<file path="src/rtl/switch_conditioner.sv">
// Two-channel push-button conditioner: 2-flop synchroniser, debounce counter
// and registered one-cycle press pulse per channel (channel 0 = on, 1 = off).
module switch_conditioner #(
    parameter int DEBOUNCE_CYCLES = 4,
    parameter int CNT_W           = $clog2(DEBOUNCE_CYCLES + 1)
) (
    input  logic CLK,
    input  logic RST,
    input  logic SW_ON_RAW,
    input  logic SW_OFF_RAW,
    output logic SW_ON,
    output logic SW_OFF,
    output logic ON_LVL,
    output logic OFF_LVL
);

    typedef enum logic {
        STABLE  = 1'b0,
        PENDING = 1'b1
    } ch_state_e;

    localparam logic [CNT_W-1:0] CNT_LAST = CNT_W'(DEBOUNCE_CYCLES - 1);

    logic [1:0] raw;
    assign raw = {SW_OFF_RAW, SW_ON_RAW};

    for (genvar ch = 0; ch < 2; ch++) begin : g_ch
        logic             sync1;
        logic             sync2;
        logic             lvl;
        logic             pulse;
        logic [CNT_W-1:0] cnt;
        ch_state_e        state;

        // State is not stored: it is the comparison of synchronised input and level.
        always_comb state = (sync2 == lvl) ? STABLE : PENDING;

        always_ff @(posedge CLK or negedge RST) begin
            if (!RST) begin
                sync1 <= 1'b0;
                sync2 <= 1'b0;
                lvl   <= 1'b0;
                cnt   <= '0;
                pulse <= 1'b0;
            end else begin
                sync1 <= raw[ch];
                sync2 <= sync1;
                pulse <= 1'b0;
                case (state)
                    STABLE: cnt <= '0;
                    PENDING: begin
                        if (cnt == CNT_LAST) begin
                            lvl   <= sync2;
                            cnt   <= '0;
                            pulse <= sync2;
                        end else begin
                            cnt <= cnt + CNT_W'(1);
                        end
                    end
                endcase
            end
        end
    end

    assign SW_ON   = g_ch[0].pulse;
    assign SW_OFF  = g_ch[1].pulse;
    assign ON_LVL  = g_ch[0].lvl;
    assign OFF_LVL = g_ch[1].lvl;

endmodule

</file>
<file path="config.mk">
export PLATFORM = sky130hd
export DESIGN_NAME = switch_conditioner
export DESIGN_NICKNAME = d
export VERILOG_FILES = /design/src/rtl/switch_conditioner.sv
export SDC_FILE = /design/constraint.sdc
export NUM_CORES = 1
export LEC_CHECK = 0
export CAP_MARGIN = 5
export CELL_PAD_IN_SITES_DETAIL_PLACEMENT = 1
export CELL_PAD_IN_SITES_GLOBAL_PLACEMENT = 2
export CORE_ASPECT_RATIO = 0.8
export CORE_MARGIN = 4
export CORE_UTILIZATION = 31
export DETAILED_ROUTE_END_ITERATION = 6
export PLACE_DENSITY_LB_ADDON = 0.1
export SLEW_MARGIN = 25
export SYNTH_ARGS = -nofsm -noshare
export SYNTH_HDL_FRONTEND = slang
export SYNTH_SLANG_ARGS = --single-unit
</file>
<file path="constraint.sdc">
create_clock -name CLK -period 1 [get_ports CLK]
set_input_delay 0.2 -clock CLK [delete_from_list [all_inputs] [get_ports CLK]]
set_output_delay 0.2 -clock CLK [all_outputs]
set_load 0.03 [all_outputs]
</file>
* After elaboration in Yosys (flattened, before gate mapping) *
Index checks and enable logic that the tools add are counted.

storage, ports and cells
  flip-flop bits (word level) = 14
  latch bits = 0
  bits in writable memories = 0
  memory bits (read-only) = 0
  input port bits = 4
  output and inout port bits = 4
  word-level logic and storage cells = 30
  memories = 0

operators by class
  $add $sub $neg = 2
  multiply operators = 0
  div/mod/pow operators = 0
  order comparisons = 0
  equal/unequal tests = 4
  shifts and indexed selects = 0
  muxes and demuxes = 10
  bitwise logic cells = 2
  reductions and logical operators = 2

operators by type and width
  cell                   count
  $pmux W3 S2            2
  $add A3 B1 Y3 const B  2
  $eq A3 B2 Y1 const B   2
  $mux W1                6
  $mux W3                2
  $reduce_and A2 Y1      2
  $eq A1 B1 Y1           2
  $not A1 Y1             2

* Logic depth before layout (Yosys ltp) *
Gate-level depths: netlist of the first run.

  word-level depth = 3
  mapped depth = 3
  gate-level depth less buffers = 3

* Worst setup path before layout of the first run *
No wires, ideal clock.

  path kind = register to register
  start = register g_ch[0].cnt[0]
  end = register g_ch[0].lvl (netlist: ON_LVL)
  setup time = 0.125 ns
  arrival = 0.975 ns
  required time = 0.875 ns
  path slack = -0.099 ns
  stages on the path, launching flop included = 4
  path buffers = 0
  clock period less this slack = 1.099 ns
  cells stage by stage = dfrtp_1 -> ha_1 -> nor2b_4 -> mux2_2

between the ends
  word-level cells in the longest chain between the ends = 2

ends and longest elaborated chain
  item                         RTL line  text
  start: declaration           32        logic [CNT_W-1:0] cnt;
  start signal: assignment     57        cnt <= cnt + CNT_W'(1);
  $eq A3 B2 Y1                 52        if (cnt == CNT_LAST) begin
  $reduce_and A2 Y1 (no line)  -
  end signal: assignment       53        lvl <= sync2;
  end: declaration             30        logic lvl;

Every way passes these cells.
A chain may end at the register's enable or synchronous reset.

* Worst setup path in the final report of the first run *
Ends and elaborated chain as after synthesis.

==> results of run 1 <==
-- worst max-delay path, delay by kind of cell (launching register included) --
kind | cells | cell delay (ns)
and+or+nand+nor | 1 | 0.17
DFF | 1 | 0.36
adders and majority gates | 1 | 0.18
muxes | 1 | 0.31
-- cell type report --
type	instances	share of cell area (%)
sequential	14	47.8
multi-input combinational	16	26.1
timing repair buffer	16	19.5
tap	21	3.58
clock buffer	3	3.07
-- final timing paths --
kind                                 from  slack, ns  cells after the start             end
min in group CLK            g_ch[0].sync1       0.35                      0   g_ch[0].sync2
hold reg to reg             g_ch[0].sync1       0.35                      0   g_ch[0].sync2
hold / removal                        RST       0.23                      2  g_ch[0].cnt[2]
setup / recovery           g_ch[0].cnt[0]      -0.13                      3          ON_LVL
setup reg to reg           g_ch[0].cnt[0]      -0.13                      3          ON_LVL
max in group asynchronous             RST       0.60                      2   g_ch[1].sync2
-- flip-flops by register name, indices dropped and copies added (netlist names) --
register	cells
g_ch.sync2	2
g_ch.cnt	6
ON_LVL	1
SW_OFF	1
SW_ON	1
OFF_LVL	1
g_ch.sync1	2
-- layer usage --
metal / GRT usage, % / vias up / wire length, µm
li1: - / 139 / -
met1: 10.2 / 143 / 355
met2: 15.3 / 6 / 448
met3: 5.05 / 3 / 55
met4: 4.59 / 0 / 8
met5: 0 / - / 0
-- repair_timing --
item,4_1_cts,5_1_grt
pin swaps,1,2
resized for setup,7,1
setup buffers,3,3
setup endpoints to repair,10,12
-- power groups by stage --
stage          logic (mW)  clock network (mW)  registers, mW
3_3_place_gp        0.522                   0          0.774
6_report            0.752               0.298          0.788
4_1_cts             0.687               0.314          0.790
5_1_grt             0.827               0.334          0.805
3_5_place_dp        0.558                   0          0.789
2_1_floorplan       0.270                   0          0.859
-- stage by stage --
step | hold slack [ns] | instances | cell area (µm²) | setup slack [ns] | util, %
after detailed placement | 0.344 | 61 | 627 | -0.135 | 43.0
after floorplan | -0.0956 | 30 | 518 | -0.0840 | -
after global placement | 0.340 | 61 | 627 | -0.0938 | 43.0
after CTS | 0.229 | 67 | 704 | -0.132 | 48.4
after global routing | 0.240 | 70 | 733 | -0.163 | 50.3
final | 0.226 | 70 | 733 | -0.130 | 50.3
-- kinds of logic (layout without fill, tap and decap cells) --
family	count (synthesis)	after routing	share of synthesized area (%)
flip-flops	14	14	69.3
AND/OR/NAND/NOR	10	10	17.8
adder cells (fa/ha/maj)	2	2	4.95
XOR/XNOR	2	2	3.47
multiplexers	2	2	4.46
buffers and inverters	0	19	0
-- cells in the final DEF (no fill, tap or decap), types with 2 or more instances in the layout --
master           synthesis  layout
nor2b_4                  2       2
ha_2                     0       2
dfrtp_1                 14      14
buf_4                    0       9
nor3b_2                  1       2
clkdlybuf4s50_1          0       3
clkbuf_4                 0       3
buf_6                    0       4
mux2_4                   0       2
==> metrics.txt, run 1 <==
outcome complete, but fails checks; failing checks negative setup slack; P per Cell Area 2510 nW/µm²; Seq/Total Area, Yosys 69.3%; Slowest-stage cell, CP dfrtp_1; Die Span X 53.1 µm; relative slew slack 78.9%; most frequent cell after synthesis dfrtp_1; Die H 44.1 µm; final slew viol count 0; CP peak stage delay 0.36 ns; largest net degree at the start of global routing 15; switching power 0.566 mW; count of clock tree sinks 14; post-synth top area share 69.3%; Synthesized Nets 36; Seq cells post-synth 14; synth warn 0; clk_lat worst skew around 0.27 ns; hold_buf cts 0; Placer Congestion around 0.63; Bufs on Longest Clock Path 2; share of layout cells above drive strength 1 between 50% and 60%; first-pass GRT wire length 1490 µm; CP Launch Type flop; Critical Path Sink Type flop; Cell variety after synth 11; CTS H-tree depth 1; Final min period 1.13 ns; number of synthesized flops with an enable pin 0; synth top area cells dfrtp_1 69%, nor2b_4 5.4%, ha_1 5.0%; mapped cell area between 500 and 600 µm²; initial antenna violation count 0; Area Growth Syn to Fin 45.0%; max-cap violations 0; antenna violation net count after detailed routing 0; DR vias ~290; Post-Syn Area per Cell 16.8 µm²; RSZ-0062 raised after global routing true; Clock transition at path regs 0.08 ns; Setup violations, final 9; gr usage total 9.52%; Routed WL 868 µm; I/O pins 8; core area 1460 µm²; DRT iter0 DRCs 0; PnR worst setup slack -0.130 ns; Worst Clk Skew 0.00798 ns; Most used DFF post-synth dfrtp_1; Slew @ Worst Pin approximately 0.32 ns; Tcrit/Tclk final 113%; Clk pwr share 16.2%; endpoints failing hold 0; fmax roughly 880 MHz; internal power approximately 1.3 mW; Wirelength per Cell 12.4 µm; P_leak 0.351 nW; sequential share of power 42.9%; WP data arrival 1.29 ns; global route overflow 0; FILL cells ~150; Sw Ratio between 30% and 40%; Die Area 2340 µm²; CP max FO 3; Syn Inst Count 30; final net count 57; drt drc 0; Multi-input gate area 191 µm²; Synth async-reset ratio 100%; TritonCTS Buffers 3; Port Buffer Count 7; CTS tree yes; worst path cell trace ha_2 > nor2b_4 > mux2_4; vias per cell around 4.2; drt pass-1 iters 1; CTS root buffer clkbuf_4; Total Power 1.84 mW; Worst EP required 1.15 ns; Row Count 12; maximum VDD drop 1.03 mV; kind of critical path reg -> reg; HP Class in -> async; setup TNS -0.547 ns; area leader, netlist dfrtp_1; vias in the first global route 325; Logic pwr share between 40% and 50%; ANT cells 0; Storage cell area 350 µm²; initial core utilization a little over a third
(Power assumes the default switching activity.)
==> inputs of run 2 (changes only) <==
- CORE_ASPECT_RATIO: 0.8 -> unset
==> run 2 against run 1 <==
Effect of this change: clock-buffer cell count increased by 1; clock skew decreased by 0.0069 ns; critical path depth unchanged; combinational power increased by 21%; sequential share of layout area decreased by 2.3 points; core utilization increased by 0.23 points; register-to-register slack about the same; hold slack improved by 0.0080 ns; power increased by 14%; highest routed layer is now met3; the flow still finishes with violations (negative setup slack).
==> metrics.txt, run 2 (synthesis gave the netlist of run 1 again) <==
final slew viol count 0; WP data arrival 1.30 ns; clk_lat worst skew 0.27 ns; Sw Ratio 30.8%; share of layout cells above drive strength 1 58.8%; Setup crit end ON_LVL; outcome complete, but fails checks; Final min period 1.14 ns; HP Class in -> async; drt drc 0; RSZ-0062 raised after global routing true; Worst Clk Skew 0.00111 ns; Slew @ Worst Pin 0.288 ns; Logic pwr share 43.5%; vias in the first global route 373; Critical Path Sink Type flop; maximum VDD drop 1.57 mV; Layout Utilization 50.6%; fmax around 880 MHz; Die H 48.4 µm; Setup violations, final 9; Area Growth Syn to Fin 52.5%; first-pass GRT wire length 1610 µm; hold_buf cts 0; internal power 1.45 mW; number of flip-flops in the largest register 6; DR vias 305; Bufs on Longest Clock Path 2; Die Span X 48.4 µm; max-cap violations 0; relative slew slack roughly 80%; P_leak 0.369 nW; CP Launch Type flop; failing checks negative setup slack; CP max FO 3; reg-to-reg slack, setup -0.14 ns; antenna violation net count after detailed routing 0; Wirelength per Cell 14.8 µm; largest registers g_ch.cnt x6, g_ch.sync1 x2, g_ch.sync2 x2; initial core utilization approximately 33%; sequential share of power roughly 37%; count of clock tree sinks 14; FILL cells 146; Reg with most FFs g_ch.cnt; I/O pins 8; CTS H-tree depth 1; Port Buffer Count 7; DRT iter0 DRCs 0; CTS tree yes; ANT cells 0; most common cell after layout, fill and taps aside dfrtp_1; endpoints failing hold 0; largest net degree at the start of global routing 15; TritonCTS Buffers 3; P per Cell Area between 2000 and 3000 nW/µm²; Total Power 2.09 mW; kind of critical path reg -> reg; PnR worst setup slack -0.138 ns; Worst R2R Start g_ch[0].cnt[0]; Clk pwr share 19.4%; core area approximately 1500 µm²; Worst EP required between 1 and 1.5 ns; switching power about 0.64 mW; CTS root buffer clkbuf_4; final net count a little under 60; commonest cells after routing, fill and taps aside 14 x dfrtp_1, 9 x buf_4, 5 x buf_6; Crit. Startpoint g_ch[0].cnt[0]; Worst R2R End ON_LVL; vias per cell around 4.6; global route overflow 0; gr usage total 8.82%; initial antenna violation count 0; drt pass-1 iters 1; Routed WL 990 µm; Placer Congestion 0.623; Tcrit/Tclk final 114%; FF-to-FF path depth 3; Die Area 2340 µm²; hpwl dp 662 µm; Clock transition at path regs 0.09 ns; Row Count 14
## run 2: metrics by stage
stage	hold slack, ns	TNS (ns)	instance area, µm²	instances	worst slack [ns]
final	0.233	-0.546	771	67	-0.138
after global routing	0.245	-1.04	771	67	-0.173
after CTS	0.232	-0.682	723	64	-0.152
after detailed placement	0.354	-0.474	628	57	-0.145
after global placement	0.342	-0.214	628	57	-0.0939
after floorplan	-0.0956	-0.140	518	30	-0.0840
## run 2: power groups by stage
| stage | logic (mW) | clock network [mW] | registers, mW |
|---|---|---|---|
| floorplan | 0.270 | 0 | 0.859 |
| global placement | 0.536 | 0 | 0.774 |
| detailed placement | 0.561 | 0 | 0.786 |
| CTS | 0.730 | 0.420 | 0.772 |
| global route | 0.979 | 0.450 | 0.794 |
| finish | 0.910 | 0.406 | 0.777 |
## run 2: per-layer routing
metal / wire (µm) / share of wire (%) / global-route usage [%]
met1: 409 / 41 / 10.0
met2: 553 / 56 / 15.4
met3: 28 / 2.8 / 1.84
met4: 0 / 0 / 4.15
met5: 0 / 0 / 0
## run 2: layout make-up
class,count,area (µm²),share of cell area (%)
clock buffer,4,36.3,4.71
multi-input combinational,16,210,27.3
sequential,14,350,45.5
tap,16,20.0,2.60
timing repair buffer,17,154,20.0
## run 2: worst max-delay path, cell delays in order, from the launching register on
cell,delay [ns]
dfrtp_1,0.36
ha_2,0.18
nor2b_4,0.18
mux2_4,0.31
## run 2: worst min path at each step
| stage | slack (ns) | endpoint | from | depth (start not counted) |
|---|---|---|---|---|
| 6_report | 0.23 | ON_LVL | RST | 2 |
| 5_1_grt | 0.24 | g_ch[0].sync2 | RST | 2 |
| 4_1_cts | 0.23 | ON_LVL | RST | 2 |
| 3_5_place_dp | 0.35 | g_ch[1].sync2 | g_ch[1].sync1 | 0 |
| 3_3_place_gp | 0.34 | g_ch[1].sync2 | g_ch[1].sync1 | 0 |
| 2_1_floorplan | -0.1 | OFF_LVL | RST | 0 |
## run 2: what timing repair did
| item | CTS | global route |
|---|---|---|
| endpoints found under the setup margin | 11 | 14 |
| resized for setup | 8 | 3 |
| pin swaps | 1 | 1 |
| buffers inserted | 3 | 3 |
